## src/rtl/lstm_cell_update_if.sv

```systemverilog
// Handshake bundle for the LSTM cell-state update stage:
// gate inputs, tanh side-channel and h/c results.
interface lstm_cell_update_if #(
  parameter int W = 18
);
  logic                in_valid;
  logic                in_ready;
  logic signed [W-1:0] gate_i;
  logic signed [W-1:0] gate_f;
  logic signed [W-1:0] gate_g;
  logic signed [W-1:0] gate_o;
  logic signed [W-1:0] c_old;
  logic                tanh_req;
  logic signed [W-1:0] tanh_operand;
  logic signed [W-1:0] tanh_result;
  logic                tanh_valid;
  logic                out_valid;
  logic                out_ready;
  logic signed [W-1:0] h_out;
  logic signed [W-1:0] c_out;
  logic                busy;

  modport master (
    output in_valid, gate_i, gate_f, gate_g, gate_o, c_old,
    output tanh_result, tanh_valid, out_ready,
    input  in_ready, tanh_req, tanh_operand,
    input  out_valid, h_out, c_out, busy
  );

  modport slave (
    input  in_valid, gate_i, gate_f, gate_g, gate_o, c_old,
    input  tanh_result, tanh_valid, out_ready,
    output in_ready, tanh_req, tanh_operand,
    output out_valid, h_out, c_out, busy
  );
endinterface

```

## src/rtl/lstm_cell_update.sv

```systemverilog
// LSTM cell update: c = f*c_old + i*g, h = o*tanh(c), one shared multiplier.
// Define LSTM_CELL_SATURATE_EN to saturate instead of wrap on reduction.
module lstm_cell_update #(
  parameter int QN = 6,
  parameter int QM = 11
) (
  input logic               clk,
  input logic               reset,
  lstm_cell_update_if.slave bus
);
  localparam int W = QN + QM + 1;

  typedef enum logic [2:0] {
    IDLE, MUL_F, MUL_I, TANH_REQ, TANH_WAIT, MUL_O, DONE
  } state_e;

  state_e state_q, state_d;

  logic signed [W-1:0] f_q, c_old_q, i_q, g_q, o_q;
  logic signed [W-1:0] acc_q, c_q, tanh_q;
  logic signed [W-1:0] h_out_q, c_out_q;
  logic signed [W-1:0] mul_a, mul_b, prod_r;
  logic signed [2*W-1:0] prod, prod_sh, sum;

  function automatic logic signed [W-1:0] reduce(
    input logic signed [2*W-1:0] v
  );
`ifdef LSTM_CELL_SATURATE_EN
    logic signed [2*W-1:0] hi, lo;
    hi = {{(W+1){1'b0}}, {(W-1){1'b1}}};
    lo = {{(W+1){1'b1}}, {(W-1){1'b0}}};
    if (v > hi) return W'(hi);
    if (v < lo) return W'(lo);
    return W'(v);
`else
    return W'(v);
`endif
  endfunction

  // operand select for the shared multiplier
  always_comb begin
    mul_a = '0;
    mul_b = '0;
    unique case (state_q)
      MUL_F: begin
        mul_a = f_q;
        mul_b = c_old_q;
      end
      MUL_I: begin
        mul_a = i_q;
        mul_b = g_q;
      end
      MUL_O: begin
        mul_a = o_q;
        mul_b = tanh_q;
      end
      default: ;
    endcase
  end

  assign prod    = mul_a * mul_b;
  assign prod_sh = prod >>> QM;
  assign prod_r  = reduce(prod_sh);
  assign sum     = {{W{acc_q[W-1]}}, acc_q}
                 + {{W{prod_r[W-1]}}, prod_r};

  // state register
  always_ff @(posedge clk) begin
    if (!reset) state_q <= IDLE;
    else        state_q <= state_d;
  end

  // next-state logic
  always_comb begin
    state_d = state_q;
    unique case (state_q)
      IDLE:      if (bus.in_valid) state_d = MUL_F;
      MUL_F:     state_d = MUL_I;
      MUL_I:     state_d = TANH_REQ;
      TANH_REQ:  state_d = TANH_WAIT;
      TANH_WAIT: if (bus.tanh_valid) state_d = MUL_O;
      MUL_O:     state_d = DONE;
      DONE:      if (bus.out_ready) state_d = IDLE;
      default:   state_d = IDLE;
    endcase
  end

  // datapath registers; results latch into output regs on MUL_O
  always_ff @(posedge clk) begin
    if (!reset) begin
      f_q     <= '0;
      c_old_q <= '0;
      i_q     <= '0;
      g_q     <= '0;
      o_q     <= '0;
      acc_q   <= '0;
      c_q     <= '0;
      tanh_q  <= '0;
      h_out_q <= '0;
      c_out_q <= '0;
    end else begin
      unique case (state_q)
        IDLE: if (bus.in_valid) begin
          f_q     <= bus.gate_f;
          c_old_q <= bus.c_old;
          i_q     <= bus.gate_i;
          g_q     <= bus.gate_g;
          o_q     <= bus.gate_o;
        end
        MUL_F: acc_q <= prod_r;
        MUL_I: c_q <= reduce(sum);
        TANH_WAIT: if (bus.tanh_valid) tanh_q <= bus.tanh_result;
        MUL_O: begin
          h_out_q <= prod_r;
          c_out_q <= c_q;
        end
        default: ;
      endcase
    end
  end

  assign bus.in_ready     = (state_q == IDLE);
  assign bus.busy         = (state_q != IDLE);
  assign bus.tanh_req     = (state_q == TANH_REQ);
  assign bus.tanh_operand = c_q;
  assign bus.out_valid    = (state_q == DONE);
  assign bus.h_out        = h_out_q;
  assign bus.c_out        = c_out_q;
endmodule

```

## src/flat_wrapper.sv

```systemverilog
// flat-port wrapper written by rule: the top's interface ports become plain ports
module lstm_cell_update_flat 
#(
  parameter int QN = 6,
  parameter int QM = 11
)
  (clk, reset, bus_in_valid, bus_gate_i, bus_gate_f, bus_gate_g, bus_gate_o, bus_c_old, bus_tanh_result, bus_tanh_valid, bus_out_ready, bus_in_ready, bus_tanh_req, bus_tanh_operand, bus_out_valid, bus_h_out, bus_c_out, bus_busy);
  lstm_cell_update_if bus_i ();
  input logic clk;
  input logic reset;
  input wire logic [$bits(bus_i.in_valid)-1:0] bus_in_valid;
  input wire logic [$bits(bus_i.gate_i)-1:0] bus_gate_i;
  input wire logic [$bits(bus_i.gate_f)-1:0] bus_gate_f;
  input wire logic [$bits(bus_i.gate_g)-1:0] bus_gate_g;
  input wire logic [$bits(bus_i.gate_o)-1:0] bus_gate_o;
  input wire logic [$bits(bus_i.c_old)-1:0] bus_c_old;
  input wire logic [$bits(bus_i.tanh_result)-1:0] bus_tanh_result;
  input wire logic [$bits(bus_i.tanh_valid)-1:0] bus_tanh_valid;
  input wire logic [$bits(bus_i.out_ready)-1:0] bus_out_ready;
  output wire logic [$bits(bus_i.in_ready)-1:0] bus_in_ready;
  output wire logic [$bits(bus_i.tanh_req)-1:0] bus_tanh_req;
  output wire logic [$bits(bus_i.tanh_operand)-1:0] bus_tanh_operand;
  output wire logic [$bits(bus_i.out_valid)-1:0] bus_out_valid;
  output wire logic [$bits(bus_i.h_out)-1:0] bus_h_out;
  output wire logic [$bits(bus_i.c_out)-1:0] bus_c_out;
  output wire logic [$bits(bus_i.busy)-1:0] bus_busy;
  assign bus_i.in_valid = bus_in_valid;
  assign bus_i.gate_i = bus_gate_i;
  assign bus_i.gate_f = bus_gate_f;
  assign bus_i.gate_g = bus_gate_g;
  assign bus_i.gate_o = bus_gate_o;
  assign bus_i.c_old = bus_c_old;
  assign bus_i.tanh_result = bus_tanh_result;
  assign bus_i.tanh_valid = bus_tanh_valid;
  assign bus_i.out_ready = bus_out_ready;
  assign bus_in_ready = bus_i.in_ready;
  assign bus_tanh_req = bus_i.tanh_req;
  assign bus_tanh_operand = bus_i.tanh_operand;
  assign bus_out_valid = bus_i.out_valid;
  assign bus_h_out = bus_i.h_out;
  assign bus_c_out = bus_i.c_out;
  assign bus_busy = bus_i.busy;
  lstm_cell_update #(.QN(QN), .QM(QM)) u_core (.clk(clk), .reset(reset), .bus(bus_i));
endmodule
```

## config.mk

```make
export PLATFORM = sky130hd
export DESIGN_NAME = lstm_cell_update_flat
export DESIGN_NICKNAME = d
export VERILOG_FILES = /design/src/rtl/lstm_cell_update_if.sv /design/src/rtl/lstm_cell_update.sv /design/src/flat_wrapper.sv
export SDC_FILE = /design/constraint.sdc
export NUM_CORES = 1
export LEC_CHECK = 0
export ABC_AREA = 1
export CAP_MARGIN = 20
export CORE_MARGIN = 4
export CORE_UTILIZATION = 42
export CTS_BUF_LIST = sky130_fd_sc_hd__clkbuf_4 sky130_fd_sc_hd__clkbuf_8
export CTS_CLUSTER_SIZE = 24
export DETAILED_ROUTE_END_ITERATION = 10
export GPL_TIMING_DRIVEN = 0
export HOLD_SLACK_MARGIN = 0.03
export SLEW_MARGIN = 20
export SYNTH_ARGS = -nofsm -noshare
export SYNTH_HDL_FRONTEND = slang
export SYNTH_SLANG_ARGS = --single-unit
```

## constraint.sdc

```tcl
create_clock -name clk -period 15.98 [get_ports clk]
set_input_delay 3.196 -clock clk [delete_from_list [all_inputs] [get_ports clk]]
set_output_delay 3.196 -clock clk [all_outputs]
set_load 0.005 [all_outputs]
```

# Word-level counts from Yosys, hierarchy flattened
# Index checks and enable logic that the tools add are counted.
dict set report op_classes {
  muxes 6
  n_eq_ne 9
  n_shift 0
  n_addsub 1
  magnitude_cmp 0
  div_mod_pow 0
  multipliers 1
  n_reduce_logical 5
  bitwise 0
}
# operator n
set ops {}
lappend ops {{$pmux W18 S3} 2}
lappend ops {{$mul A18 B18 Y29} 1}
lappend ops {{$pmux W3 S7} 1}
lappend ops {{$add A18 B18 Y18} 1}
lappend ops {{$eq A3 B3 Y1 const B} 3}
lappend ops {{$mux W3} 3}
lappend ops {{$eq A3 B2 Y1 const B} 2}
lappend ops {{$ne A2 B2 Y1 const B} 3}
lappend ops {{$reduce_and A2 Y1} 2}
lappend ops {{$eq A3 B1 Y1 const B} 1}
lappend ops {{$logic_not A3 Y1} 1}
lappend ops {{$reduce_and A3 Y1} 1}
lappend ops {{$reduce_bool A3 Y1} 1}
dict set report word_totals {
  elab_cells 33
  mem_bits_rw 0
  latchBits 0
  n_memories 0
  register_bits 183
  mem_bits_ro 0
  input_bits 113
}

# Logic depth before layout (Yosys ltp)
# Gate-level depths: netlist (run 1).
dict set report logic_depth {
  depth_word 4
  ltp_mapped 45
}

# Least setup slack after synthesis (run 1)
# No wires, ideal clock.
dict set report synth_path {
  path_kind {register to register}
  start {reg u_core.state_q[0]}
  end {reg u_core.c_q[17] (netlist: u_core.bus.tanh_operand[17])}
  t_arrival_ns 7.810
  path_slack_ns 8.061
  period_less_slack_ns 7.919
  stages_incl_launch_ff 42
  setup_ns 0.109
  cell_sequence {dfxtp_1 -> buf_6 -> nand2_2 -> nor2_2 -> buf_4 -> clkbuf_1 -> nand2_1 -> o221ai_1 -> clkbuf_1 -> nand2_1 -> fa_1 -> inv_1 -> fa_1 -> fa_1 -> inv_1 -> fa_1 -> inv_1 -> fa_1 -> (+6 left out) -> o221ai_1 -> or2_1 -> nand2_1 -> nand3_1 -> xor2_1 -> ha_1 -> inv_1 -> nor3_1 -> inv_1 -> nor3_1 -> nand3_1 -> o2111ai_1 -> xor2_1 -> inv_1 -> nand3_1 -> nand3_1 -> nand2_1 -> inv_1}
}
dict set report synth_via {
  elab_chain_cells 4
}
# item line_no
set synth_lines {}
lappend synth_lines {{start: declaration} lstm_cell_update.sv:17} ;# state_e state_q, state_d;
lappend synth_lines {{start signal: assignment} lstm_cell_update.sv:70} ;# else state_q <= state_d;
lappend synth_lines {{$eq A3 B3 Y1, or another cell as far along} lstm_cell_update.sv:44} ;# unique case (state_q)
lappend synth_lines {{$pmux W18 S3} lstm_cell_update.sv:44}
lappend synth_lines {{$mul A18 B18 Y29 (*)} lstm_cell_update.sv:61} ;# assign prod = mul_a * mul_b;
lappend synth_lines {{named net u_core.prod[26]} lstm_cell_update.sv:23} ;# logic signed [2*W-1:0] prod, prod_sh, sum;
lappend synth_lines {{$add A18 B18 Y18 (*)} lstm_cell_update.sv:65} ;# + {{W{prod_r[W-1]}}, prod_r};
lappend synth_lines {{end signal: assignment} lstm_cell_update.sv:111} ;# MUL_I: c_q <= reduce(sum);
lappend synth_lines {{end: declaration} lstm_cell_update.sv:20} ;# logic signed [W-1:0] acc_q, c_q, tanh_q;
# Mark *: on every way through the listed nets, which the timed path passes. The rest lies on a longest branch.
# A chain may end at the register's enable or synchronous reset.

# Final worst setup path (run 1)
dict set report layout_path {
  start {reg u_core.state_q[1]}
  end {reg u_core.c_q[17] (netlist: u_core.bus.tanh_operand[17])}
}
# The elaborated chain is that of the path after synthesis.

==> impl_metrics.toml, run 1 <==
[global_route]
grt_pass1_wl_um = 96100
grt_pass1_vias = 17400
grt_max_degree = 20
antenna_found_initial = 0
overflow = 0
grt_usage_pct = 26.1

[routing]
viasPerCell = 5.13
drc = 0
wirelength_um = 61600
num_vias = 16800
firstDrtPassIters = 6
dr.first_iter.drc_count = 1435
ant_nets = 0
post_drt_wl_per_cell_um = 18.8

[timing]
setup_viol = 0
maxSlewViolCount = 0
skew_ps = 21.5
setup-tns-final_ps = 0
rsz0062_at_grt = "no"
fin_crit_ps = 10170
fmax_mhz = 98.4
holdWs_ps = 459
hold_viol = 0
tightest_slew_ps = 1130
min_period_over_period_pct = 63.6
relSlewSlack_pct = 24.8

[clock_tree]
cts_buffers = 17
insertion_delay_ps = 500
clockBufferDepth = 2
clockRootBuffer = "clkbuf_8"
cts_hold_buf = 0
cts_sinks = 183
clk_pin_slew_ps = 110
htree_levels = 4
cts_resized = 0
postCtsSetupRepairBufs = 0
cts_tree = "built"

[floorplan]
ioPinCount = 171
die_area_mm2 = 0.0482
die_y_um = 220
rows = 77
coreArea_mm2 = 0.0442
start_util_pct = 42.5
die_x_um = 220

[cells_and_area]
layout-drive-gt1-share_pct = 3.69
stdcell_count = 3277
area_growth_pct = 15.3
finalNetCount = 3147
antenna_cells = 0
fill_cells = 4410

[critical_path]
critical_path.max_stage_delay_ps = 540
cp.arrival_ps = 10580
worst-path-buf-inv = 12
cp-start-kind = "flop"
critical_path.most_common_cell = "inv_1"
path_delay_family = "adder cells"
critical_path.endpoint_type = "flop"
crit_path_top_delay_cell = "clkbuf_1"
crit_required_ps = 16390
critPathMaxFanout = 10
critPathKind = "reg2reg"

[logic_synthesis]
yosysSeqAreaShare_pct = 19.5
syn_avg_cell_area_um2 = 7.58
post-synth-top-count-cell = "inv_1"
syn_inst = 2481
syn_area_mm2 = 0.0188
synthTopCellsByCount = "inv_1, nand2_1, fa_1, dfxtp_1, a21oi_1"
synth_edf_count = 0
synth_top_flop_cell = "dfxtp_1"
synth-seq-cells = 183
ys.warnings.count = 0
synth_cell_types = 49
synth_top_area_share_pct = 28.2
syn_nets = 2956
synth_area_leaders = "fa_1, dfxtp_1, inv_1"
yosysTopAreaCell = "fa_1"
async_flop_share_pct = 0

[power_and_ir_drop]
total_leakage_power_nw = 10.9
power_mw = 1.39
max-vdd-ir-drop_mv = 0.0752
power.density_mw_per_mm2 = 63.9

[status]
status = "finished clean"

[placed_design]
gp_congestion = 0.942
hpwlAfterDp_um = 51500
portBuffers = 169
dp.cells = 3245

[run]
drv_cap = 0

[min_path]
hp-class = "reg2reg"
state kept, by name, summed over array words and instances, names as in the netlist:
signal / flops
u_core.acc_q: 18
u_core.bus.c_out: 18
u_core.bus.h_out: 18
u_core.bus.tanh_operand: 18
u_core.c_old_q: 18
u_core.f_q: 18
u_core.g_q: 18
u_core.i_q: 18
u_core.o_q: 18
u_core.tanh_q: 18
u_core.state_q: 3
worst paths after layout:
check / start / end / slack [ps] / depth (start not counted)
worst max register to register: u_core.state_q[1]$_SDFFE_PN0P_ / u_core.bus.tanh_operand[17]$_SDFFE_PN0N_ / 5810 / 41
worst max-delay path: u_core.state_q[1]$_SDFFE_PN0P_ / u_core.bus.tanh_operand[17]$_SDFFE_PN0N_ / 5810 / 41
worst min register to register: u_core.tanh_q[14]$_SDFFE_PN0P_ / u_core.tanh_q[14]$_SDFFE_PN0P_ / 460 / 2
worst min-delay path: u_core.tanh_q[14]$_SDFFE_PN0P_ / u_core.tanh_q[14]$_SDFFE_PN0P_ / 460 / 2
report_power, final:
| part | total [mW] | switching [mW] | internal (mW) |
|---|---|---|---|
| combinational | 0.525 | 0.350 | 0.175 |
| clock | 0.319 | 0.203 | 0.117 |
| sequential | 0.541 | 0.0309 | 0.510 |
| total | 1.39 | 0.584 | 0.801 |
layout make-up:
type	count	area [um2]	share of cell area, %
Inverter	611	2290	10.6
Timing Repair Buffer	172	1710	7.89
Buffer	114	488	2.25
Sequential cell	183	3660	16.9
Clock inverter	15	166	0.767
Tap cell	592	741	3.41
Multi-Input combinational cell	1573	12400	57.1
Clock buffer	17	234	1.08
layout by cell type, fill, tap and decap left out, types with 8 or more instances in the layout:
master | synthesis | routed
o21a_1 | 8 | 8
nand2_1 | 547 | 547
nand4_1 | 12 | 12
nand3_2 | 8 | 8
buf_4 | 8 | 10
clkbuf_1 | 100 | 100
o221ai_1 | 21 | 17
clkbuf_8 | 0 | 17
o21ai_0 | 108 | 108
dfxtp_1 | 183 | 183
clkdlybuf4s50_1 | 0 | 169
inv_2 | 12 | 12
nor3_1 | 9 | 9
xor2_1 | 22 | 22
o21bai_1 | 35 | 35
nand3_1 | 124 | 124
ha_1 | 97 | 97
fa_1 | 265 | 265
nor2_1 | 76 | 76
a21oi_1 | 170 | 170
inv_1 | 592 | 592
cell families (layout without fill, tap and decap cells):
logic type / count (synthesis) / after routing / share of synthesized area, %
flops: 183 / 183 / 19.5
xor+xnor: 32 / 32 / 1.57
buf+inv: 725 / 929 / 14.8
simple gates: 803 / 803 / 18.0
fa+ha+maj: 362 / 362 / 34.7
compound gates: 376 / 376 / 11.6
worst register-to-register path: cells and delay by family (launching register included):
kind | cells | cell delay (ps)
fa+ha+maj | 8 | 3700
buf+inv | 12 | 2130
simple gates | 12 | 1660
compound gates | 7 | 1610
xor+xnor | 2 | 610
flops | 1 | 370
metal layers:
layer	GRT usage, %	routed length [um]	share of wire (%)
met5	0	0	0
met4	8.62	2170	3.5
met3	3.82	4080	6.6
met2	44.1	29100	47
met1	34.5	26300	43
through the flow:
| stage | cell area [um2] | setup slack [ps] | utilization [%] |
|---|---|---|---|
| 6_report | 21700 | 5810 | 49.1 |
| 5_1_grt | 21700 | 5210 | 49.1 |
| 4_1_cts | 21700 | 6030 | 49.0 |
| 3_5_place_dp | 21300 | 6070 | 48.1 |
| 3_3_place_gp | 21200 | 5890 | 48.0 |
| 2_1_floorplan | 18800 | 8060 | - |
Note: power is estimated with default switching activity, not from simulation.
==> run 2: changes to the inputs <==
Clock period 15.98 ns to 9.3 ns, I/O delays scaled along.
==> run 2 against run 1 <==
  * Clock-buffer cell count is the same
  * Fmax grew 14%
  * Largest cell class unchanged
  * Sequential share of layout area shrank 0.41 points
  * Highest routed layer unchanged
  * Clock power grew 73%
  * Wire length grew 0.65%
  * Register-to-register slack lost 5400 ps
  * Non-clock buffer count grew 12
==> impl_metrics.toml, run 2 (synthesized netlist as in run 1, its figures left out) <==
[cells_and_area]
stdcell_count = 3289
layout-drive-gt1-share_pct = 6.75
fill_cells = 4358
finalNetCount = 3159
multi_input_area_mm2 = 0.0128
regArea_mm2 = 0.00366
antenna_cells = 0
final_cell_mix = "inv_1, nand2_1, fa_1, dfxtp_1, clkdlybuf4s50_1"
layout_commonest_cell = "inv_1"
fin_util_pct = 50.3
area_growth_pct = 18.2

[timing]
min_period_over_period_pct = 95.5
holdWs_ps = 456
hold_viol = 0
maxSlewViolCount = 0
tightest_slew_ps = 900
fmax_mhz = 113
setup-tns-final_ps = 0
fin_crit_ps = 8880
setup_viol = 0
skew_ps = 23.6
relSlewSlack_pct = 40.0

[global_route]
grt_pass1_vias = 17500
grt_usage_pct = 26.2
overflow = 0
antenna_found_initial = 0
grt_max_degree = 20
grt_pass1_wl_um = 96500

[placed_design]
dp.cells = 3245
portBuffers = 169
hpwlAfterDp_um = 51500
gp_congestion = 0.942

[power_and_ir_drop]
pwr-share-clk_pct = 22.7
power_mw = 2.43
max-vdd-ir-drop_mv = 0.129
p_int_mw = 1.40
seqPwrFrac_pct = 38.3
p_sw_share_pct = 42.3
total_leakage_power_nw = 11.1
p_switching_mw = 1.03
share_comb_of_total_power_pct = 39.0
power.density_mw_per_mm2 = 109

[status]
status = "finished clean"

[routing]
ant_nets = 0
viasPerCell = 5.11
num_vias = 16800
firstDrtPassIters = 5
post_drt_wl_per_cell_um = 18.8
drc = 0
dr.first_iter.drc_count = 1386
wirelength_um = 62000

[critical_path]
crit_path_top_delay_cell = "fa_1"
cp-start-kind = "flop"
critPathKind = "reg2reg"
critPathMaxFanout = 10
critical_path.endpoint_type = "flop"
crit_required_ps = 9710
critical_path.max_stage_delay_ps = 560
cp.arrival_ps = 9290

[clock_tree]
cts_hold_buf = 0
cts_tree = "built"
insertion_delay_ps = 500
clk_pin_slew_ps = 120
clockRootBuffer = "clkbuf_8"
htree_levels = 4
cts_sinks = 183
clockBufferDepth = 2
cts_buffers = 17

[min_path]
hp-class = "reg2reg"

[run]
drv_cap = 0

[floorplan]
die_y_um = 220
ioPinCount = 171
start_util_pct = 42.5
rows = 77
coreArea_mm2 = 0.0442
die_x_um = 220
die_area_mm2 = 0.0482
[run 2: changes by cell type in the layout (fill, tap and decap cells not counted), moves of 7 or more]
cell / before / now
o221ai_4: 1 / 12
clkbuf_1: 100 / 70
xor2_1: 22 / 15
buf_4: 10 / 24
o221ai_1: 17 / 7
clkbuf_2: 0 / 20
[run 2: final timing paths]
| kind | slack [ps] | startpoint | endpoint | cells past startpoint |
|---|---|---|---|---|
| min | 460 | u_core.tanh_q[9]$_SDFFE_PN0P_ | u_core.tanh_q[9]$_SDFFE_PN0P_ | 2 |
| min reg2reg | 460 | u_core.tanh_q[9]$_SDFFE_PN0P_ | u_core.tanh_q[9]$_SDFFE_PN0P_ | 2 |
| max | 420 | u_core.state_q[0]$_SDFFE_PN0P_ | u_core.bus.tanh_operand[17]$_SDFFE_PN0N_ | 40 |
| max reg2reg | 420 | u_core.state_q[0]$_SDFFE_PN0P_ | u_core.bus.tanh_operand[17]$_SDFFE_PN0N_ | 40 |
[run 2: timing repair]
action	CTS	global route
pin swaps	0	7
gates resized for setup	33	104
buffers inserted	0	13
setup endpoints to repair	11	10
[run 2: per-layer routing]
layer  global-route usage [%]  wire [um]  vias to the layer above
met5                        0          0                        -
met2                     44.3      29400                      558
met3                     4.07       4060                       99
li1                         -          -                     7902
met1                     34.4      26400                     8245
met4                     8.75       2080                        0
[run 2: worst max-delay path: cells and delay by family, from the launching register on]
family	cells	cell delay, ps
buffers and inverters	11	1330
XOR/XNOR	1	230
flip-flops	1	340
AO/OA/AOI/OAI	7	1500
AND/OR/NAND/NOR	13	1410
adder cells (fa/ha/maj)	8	3970
[run 2: layout make-up]
cell class                      count  area share [%]
Timing Repair Buffer              185            8.14
Clock buffer                       17            1.05
Buffer                            113            2.46
Tap cell                          592            3.33
Inverter                          611            10.4
Clock inverter                     15           0.748
Multi-Input combinational cell   1573            57.4
Sequential cell                   183            16.5
[run 2: per-stage QoR]
step / instance area, um2 / worst slack, ps
after global routing: 22200 / -16.7
after detailed placement: 21300 / -610
after CTS: 21800 / -45.6
final: 22200 / 417
after floorplan: 18800 / 1380
after global placement: 21200 / -786
[run 2: power by group through the flow]
stage	combinational, mW	clock (mW)	sequential, mW
floorplan	0.533	0	0.931
global placement	0.874	0	0.944
detailed placement	0.887	0	0.945
CTS	0.906	0.560	0.928
global route	1.04	0.590	0.940
finish	0.948	0.552	0.931
==> RTL edit 1 (config.mk and constraints of run 2) <==
Build with the macro `LSTM_CELL_SATURATE_EN` defined.
--- a/src/rtl/lstm_cell_update.sv
+++ b/src/rtl/lstm_cell_update.sv
@@ -1,5 +1,7 @@
 // LSTM cell update: c = f*c_old + i*g, h = o*tanh(c), one shared multiplier.
 // Define LSTM_CELL_SATURATE_EN to saturate instead of wrap on reduction.
+`define LSTM_CELL_SATURATE_EN
+
 module lstm_cell_update #(
   parameter int QN = 6,
   parameter int QM = 11
Formal check against the unedited RTL: not equivalent (a bounded check fails within 4 cycles, from zero or initial values and one cycle with reset low).
==> RTL edit 1 against run 2 <==
Hold slack improved by 0.0090 ns; setup slack got worse by 0.37 ns; clock skew fell by 0.0043 ns; routed wire length rose by 22%; sequential cell count did not move; area after synthesis rose by 11%; cell area rose by 28%; critical endpoint is now u_core.bus.tanh_operand[9]; largest cell class unchanged.
Power is not compared: it rests on default switching activity, and its combinational part moved more than twofold at a synthesized area within 25%.
==> RTL edit 1: results (changes against run 2) <==
met1_usage_pct: 36.0  # +1.6 points
min_to: "u_core.i_q[14]"
vdd.ir_drop.worst_v: 0.000197
yosysUniqueCellTypes: 47  # -4.1%
ys_seq_area_share_pct: 17.5  # -1.9 points
grt_use_total_pct: 28.0  # +1.8 points
cp_top_family: "adder cells"
synth_nets: 3276  # +11%
r2r_end: "u_core.bus.tanh_operand[9]"
slew_headroom_pct: 40.8  # +0.77 points
stdcell_count: 3812  # +16%
synth_area_leaders: "fa_1 (32%), dfxtp_1 (18%), inv_1 (12%), nand2_1 (11%), ha_1 (6.3%)"
dr.max_layer_used: "met4"
clock_path_buffers: 2  # unchanged
use_met3_pct: 4.19  # +0.12 points
route.met2.wl_microns: 36800  # +25%
cp_max_fo: 7  # -3
worstReg2RegStart: "u_core.state_q[0]"
route.met3.wl_microns: 4690  # +16%
outcome: "finished clean"
p_int_mw: 2.29
portBuffers: 168  # -0.59%
nets: 3681  # +17%
drt_wl_total_microns: 75600  # +22%
grt_pass1_vias: 20306  # +16%
grt_pass1_wl_microns: 116000  # +20%
cpMaxStageDelayCell: "fa_1"
clock_skew_ns: 0.0193  # -0.00426 ns
numCtsBuffers: 17  # unchanged
vias_per_cell: 5.17  # +1.2%
met1Wirelength_microns: 30500  # +15%
gp_congestion: 0.947  # +0.58%
worstHoldPathType: "reg -> reg"
drive_gt1_share_pct: 20.2  # +13 points
drt_first_iter_violations: 1406  # +1.4%
clk_latency_ns: 0.52  # +0.02 ns
fill_cells: 4386  # +0.64%
reg2regPathDepth: 54  # +35%
cp.arrival_ns: 9.68  # +0.39 ns
drtPass1Iterations: 5  # unchanged
synth_common_cells: "inv_1 (671), nand2_1 (589), fa_1 (329), dfxtp_1 (183), a21oi_1 (172)"
cpPeakStageDelay_ns: 0.57
regToRegSetupSlack_ns: 0.04  # -0.37 ns
power_leakage_nw: 14.3
grt_max_degree: 21  # +5.0%
placed_cells: 3562  # +9.8%
clk_pin_slew_ns: 0.12  # about the same
grt_antenna_before_repair: 2  # +2
hpwlAfterDp_microns: 55900  # +8.6%
syn_avg_cell_area_sq_um: 7.66  # +1.0%
htree_levels: 4  # unchanged
ys.warnings.count: 0  # unchanged
place_worst_setup_slack_ns: -2.81  # -2.20 ns
clock-root-buffer: "clkbuf_8"
min_from: "u_core.i_q[14]"
grtUsageMet2_pct: 47.8  # +3.5 points
==> RTL edit 1: changes by cell type in the layout (fill, tap and decap cells not counted), moves of 21 or more <==
cell      change
fa_2         +27
inv_1        +37
nand2_2      +38
o21a_1       +27
buf_4       +140
buf_6        +44
inv_2        +24
ha_4         +31
fa_1         +37
nand2_4      +21
buf_12       +21
o21bai_1     -29
==> RTL edit 1: cell type report <==
| type | count | share of cell area [%] |
|---|---|---|
| clock buffers | 17 | 0.823 |
| multi-input cells | 1751 | 56.5 |
| inverters | 679 | 9.23 |
| plain buffers | 115 | 3.67 |
| flip-flops and latches | 183 | 12.9 |
| well taps | 664 | 2.92 |
| repair buffers | 386 | 13.2 |
| diodes | 2 | 0.0176 |
| clock inverters | 15 | 0.704 |
==> RTL edit 1: how the worst max path moves through the flow <==
stage	startpoint	cells past startpoint	slack, ns	endpoint
floorplan	u_core.state_q[2]	45	0.02	u_core.bus.tanh_operand[15]
global placement	u_core.state_q[0]	50	-2.82	u_core.bus.tanh_operand[2]
detailed placement	u_core.state_q[0]	47	-2.81	u_core.bus.tanh_operand[2]
CTS	u_core.state_q[0]	49	0.0007	u_core.bus.tanh_operand[10]
global route	u_core.state_q[0]	54	-0.29	u_core.bus.tanh_operand[4]
finish	u_core.state_q[0]	54	0.04	u_core.bus.tanh_operand[9]
==> RTL edit 1: kinds of logic (layout without fill, tap and decap cells) <==
family	count (synthesis)	after routing	share of synthesized area (%)
compound gates	408	408	11.3
xor+xnor	37	37	1.55
fa+ha+maj	435	435	37.9
buf+inv	795	1212	14.6
other cells	0	2	0
simple gates	870	871	17.2
flops	183	183	17.5
==> RTL edit 1: timing repair <==
item                                    in CTS  in global routing
pin swaps                                   95                167
cloned                                       6                  3
endpoints found under the setup margin      52                 18
hold buffers                                 0                  0
gates resized for setup                    387                238
buffers inserted                           138                 71
==> RTL edit 1: tightest hold or removal path, stage by stage, from the launching register on <==
cell,delay (ns)
dfxtp_1,0.32
inv_1,0.06
a21oi_1,0.05
==> RTL edit 1: through the flow <==
stage / hold slack (ns) / area [sq um] / utilization [%]
after floorplan: 0.423 / 21000 / -
after global placement: 0.439 / 23500 / 47.9
after detailed placement: 0.446 / 23600 / 48.0
after CTS: 0.465 / 27000 / 54.9
after global routing: 0.486 / 28400 / 58.0
final: 0.465 / 28400 / 58.0
==> RTL edit 1: power by group through the flow <==
stage	Combinational (mW)	Sequential (mW)	Clock, mW
3_3_place_gp	1.83	0.962	0
5_1_grt	2.95	0.964	0.640
6_report	2.76	0.954	0.602
3_5_place_dp	1.84	0.964	0
4_1_cts	2.38	0.951	0.603
2_1_floorplan	1.24	0.948	0
==> RTL edit 2 (flow settings as in run 2) <==
Without the edit above. Make the reset (`reset`) asynchronous in 2 clocked blocks.
--- a/src/rtl/lstm_cell_update.sv
+++ b/src/rtl/lstm_cell_update.sv
@@ -65,7 +65,7 @@
                  + {{W{prod_r[W-1]}}, prod_r};
 
   // state register
-  always_ff @(posedge clk) begin
+  always_ff @(posedge clk or negedge reset) begin
     if (!reset) state_q <= IDLE;
     else        state_q <= state_d;
   end
@@ -86,7 +86,7 @@
   end
 
   // datapath registers; results latch into output regs on MUL_O
-  always_ff @(posedge clk) begin
+  always_ff @(posedge clk or negedge reset) begin
     if (!reset) begin
       f_q     <= '0;
       c_old_q <= '0;
Behaviour: not the same (Yosys sat finds a counterexample within 4 cycles, from zero or initial values and one cycle with reset low; the reset may be asserted at any time).
==> RTL edit 2 against run 2 <==
Clock skew shrank 0.0063 ns; routed wire length decreased by 9.0%; sequential share of layout area increased by 4.1 points; largest cell class unchanged; via count down 8.9%; setup slack better by 0.020 ns; sequential cell count stayed put; area after synthesis increased by 1.5%; hold slack better by 0.027 ns; critical path type unchanged; cell area about the same.
Power is not shown: default switching activity piles up to over one toggle a cycle in this logic, so the estimate is an artifact.
==> RTL edit 2: results (changes against run 2) <==
cts_resized: 18  # -45%
synth_compound_area_share_pct: 3.11  # -8.4 points
drive_gt1_share_pct: 10.6  # +3.8 points
vias_per_cell: 5.05  # -1.2%
drtPass1Iterations: 7  # +2
met1_usage_pct: 32.7  # -1.7 points
grtUsageMet2_pct: 38.0  # -6.3 points
synthCells: 2234  # -10%
yosysUniqueCellTypes: 53  # +8.2%
min_from: "u_core.bus.c_out[11]"
grt_pass1_wl_microns: 90400  # -6.3%
worstReg2RegStart: "u_core.state_q[1]"
hold_slack_ns: 0.484  # +0.0273 ns
route.met3.wl_microns: 3670  # -9.4%
crit_end: "u_core.bus.tanh_operand[17]"
cp.arrival_ns: 9.30  # about the same
hpwlAfterDp_microns: 47100  # -8.6%
synth_nets: 2709  # -8.4%
synthMuxAreaShare_pct: 6.08  # +6.1 points
stdcell_count: 3030  # -7.9%
htree_levels: 4  # unchanged
outcome: "finished clean"
worst_pin_slew_ns: 0.727  # -0.173 ns
ys_seq_area_share_pct: 24.0  # +4.5 points
antenna_cells: 0  # unchanged
met1Wirelength_microns: 24800  # -5.9%
grt_max_degree: 94  # +370%
clk_pin_slew_ns: 0.10  # -0.02 ns
synth_area_leaders: "fa_1 (28%), dfrtp_1 (24%), nand2_1 (13%), inv_1 (9.9%), ha_1 (6.4%)"
reg2regPathDepth: 41  # +2.5%
nets: 2900  # -8.2%
min_to: "u_core.bus.c_out[11]"
fill_cells: 4281  # -1.8%
grt_pass1_vias: 16397  # -6.4%
clock_skew_ns: 0.0173  # -0.00627 ns
grt_use_total_pct: 23.5  # -2.7 points
portBuffers: 170  # +0.59%
synth-main-ff-cell: "dfrtp_1"
cp_top_family: "adder cells"
synth_common_cells: "nand2_1 (641), inv_1 (504), fa_1 (265), dfrtp_1 (183), mux2_2 (103)"
route.met2.wl_microns: 26000  # -12%
async_flop_share_pct: 100  # +100 points
drt_first_iter_violations: 1110  # -20%
numCtsBuffers: 17  # unchanged
synth-edff-count: 0  # unchanged
layout_min_cycle_time_ns: 8.86  # -0.0198 ns
place_worst_setup_slack_ns: -0.526  # +0.0846 ns
gp_congestion: 0.933  # -0.93%
use_met3_pct: 3.79  # -0.28 points
synth_fa_ha_area_share_pct: 34.2  # -0.50 points
post_drt_wl_per_cell_microns: 18.6  # -1.2%
ys.warnings.count: 0  # unchanged
synth_xor_xnor_area_share_pct: 1.49  # -0.082 points
regToRegSetupSlack_ns: 0.44  # +0.02 ns
cpPeakStageDelay_ns: 0.61  # +0.05 ns
## RTL edit 2: cell types whose count changed after synthesis, moves of 20 or more
| cell | delta |
|---|---|
| a21oi_1 | -124 |
| buf_2 | +22 |
| clkbuf_1 | -54 |
| dfrtp_1 | +183 |
| dfxtp_1 | -183 |
| inv_1 | -88 |
| mux2_2 | +103 |
| nand2_1 | +94 |
| nand3_1 | -38 |
| o21ai_0 | -71 |
| o21bai_1 | -34 |
| o221ai_1 | -20 |
## RTL edit 2: through the flow
step / TNS (ns) / cell area [sq um]
after floorplan: 0 / 19100
after global placement: -223.00 / 21500
after detailed placement: -1.78 / 21600
after CTS: 0 / 22100
after global routing: -0.0907 / 22200
final: 0 / 22200
## RTL edit 2: area by class of cell
class                   instances  share of cell area [%]
well taps                     592                    3.33
clock buffers                  17                    1.05
inverters                     513                    8.70
flip-flops and latches        183                    20.6
multi-input cells            1460                    55.5
plain buffers                  76                    1.90
clock inverters                15                    1.05
repair buffers                174                    7.90
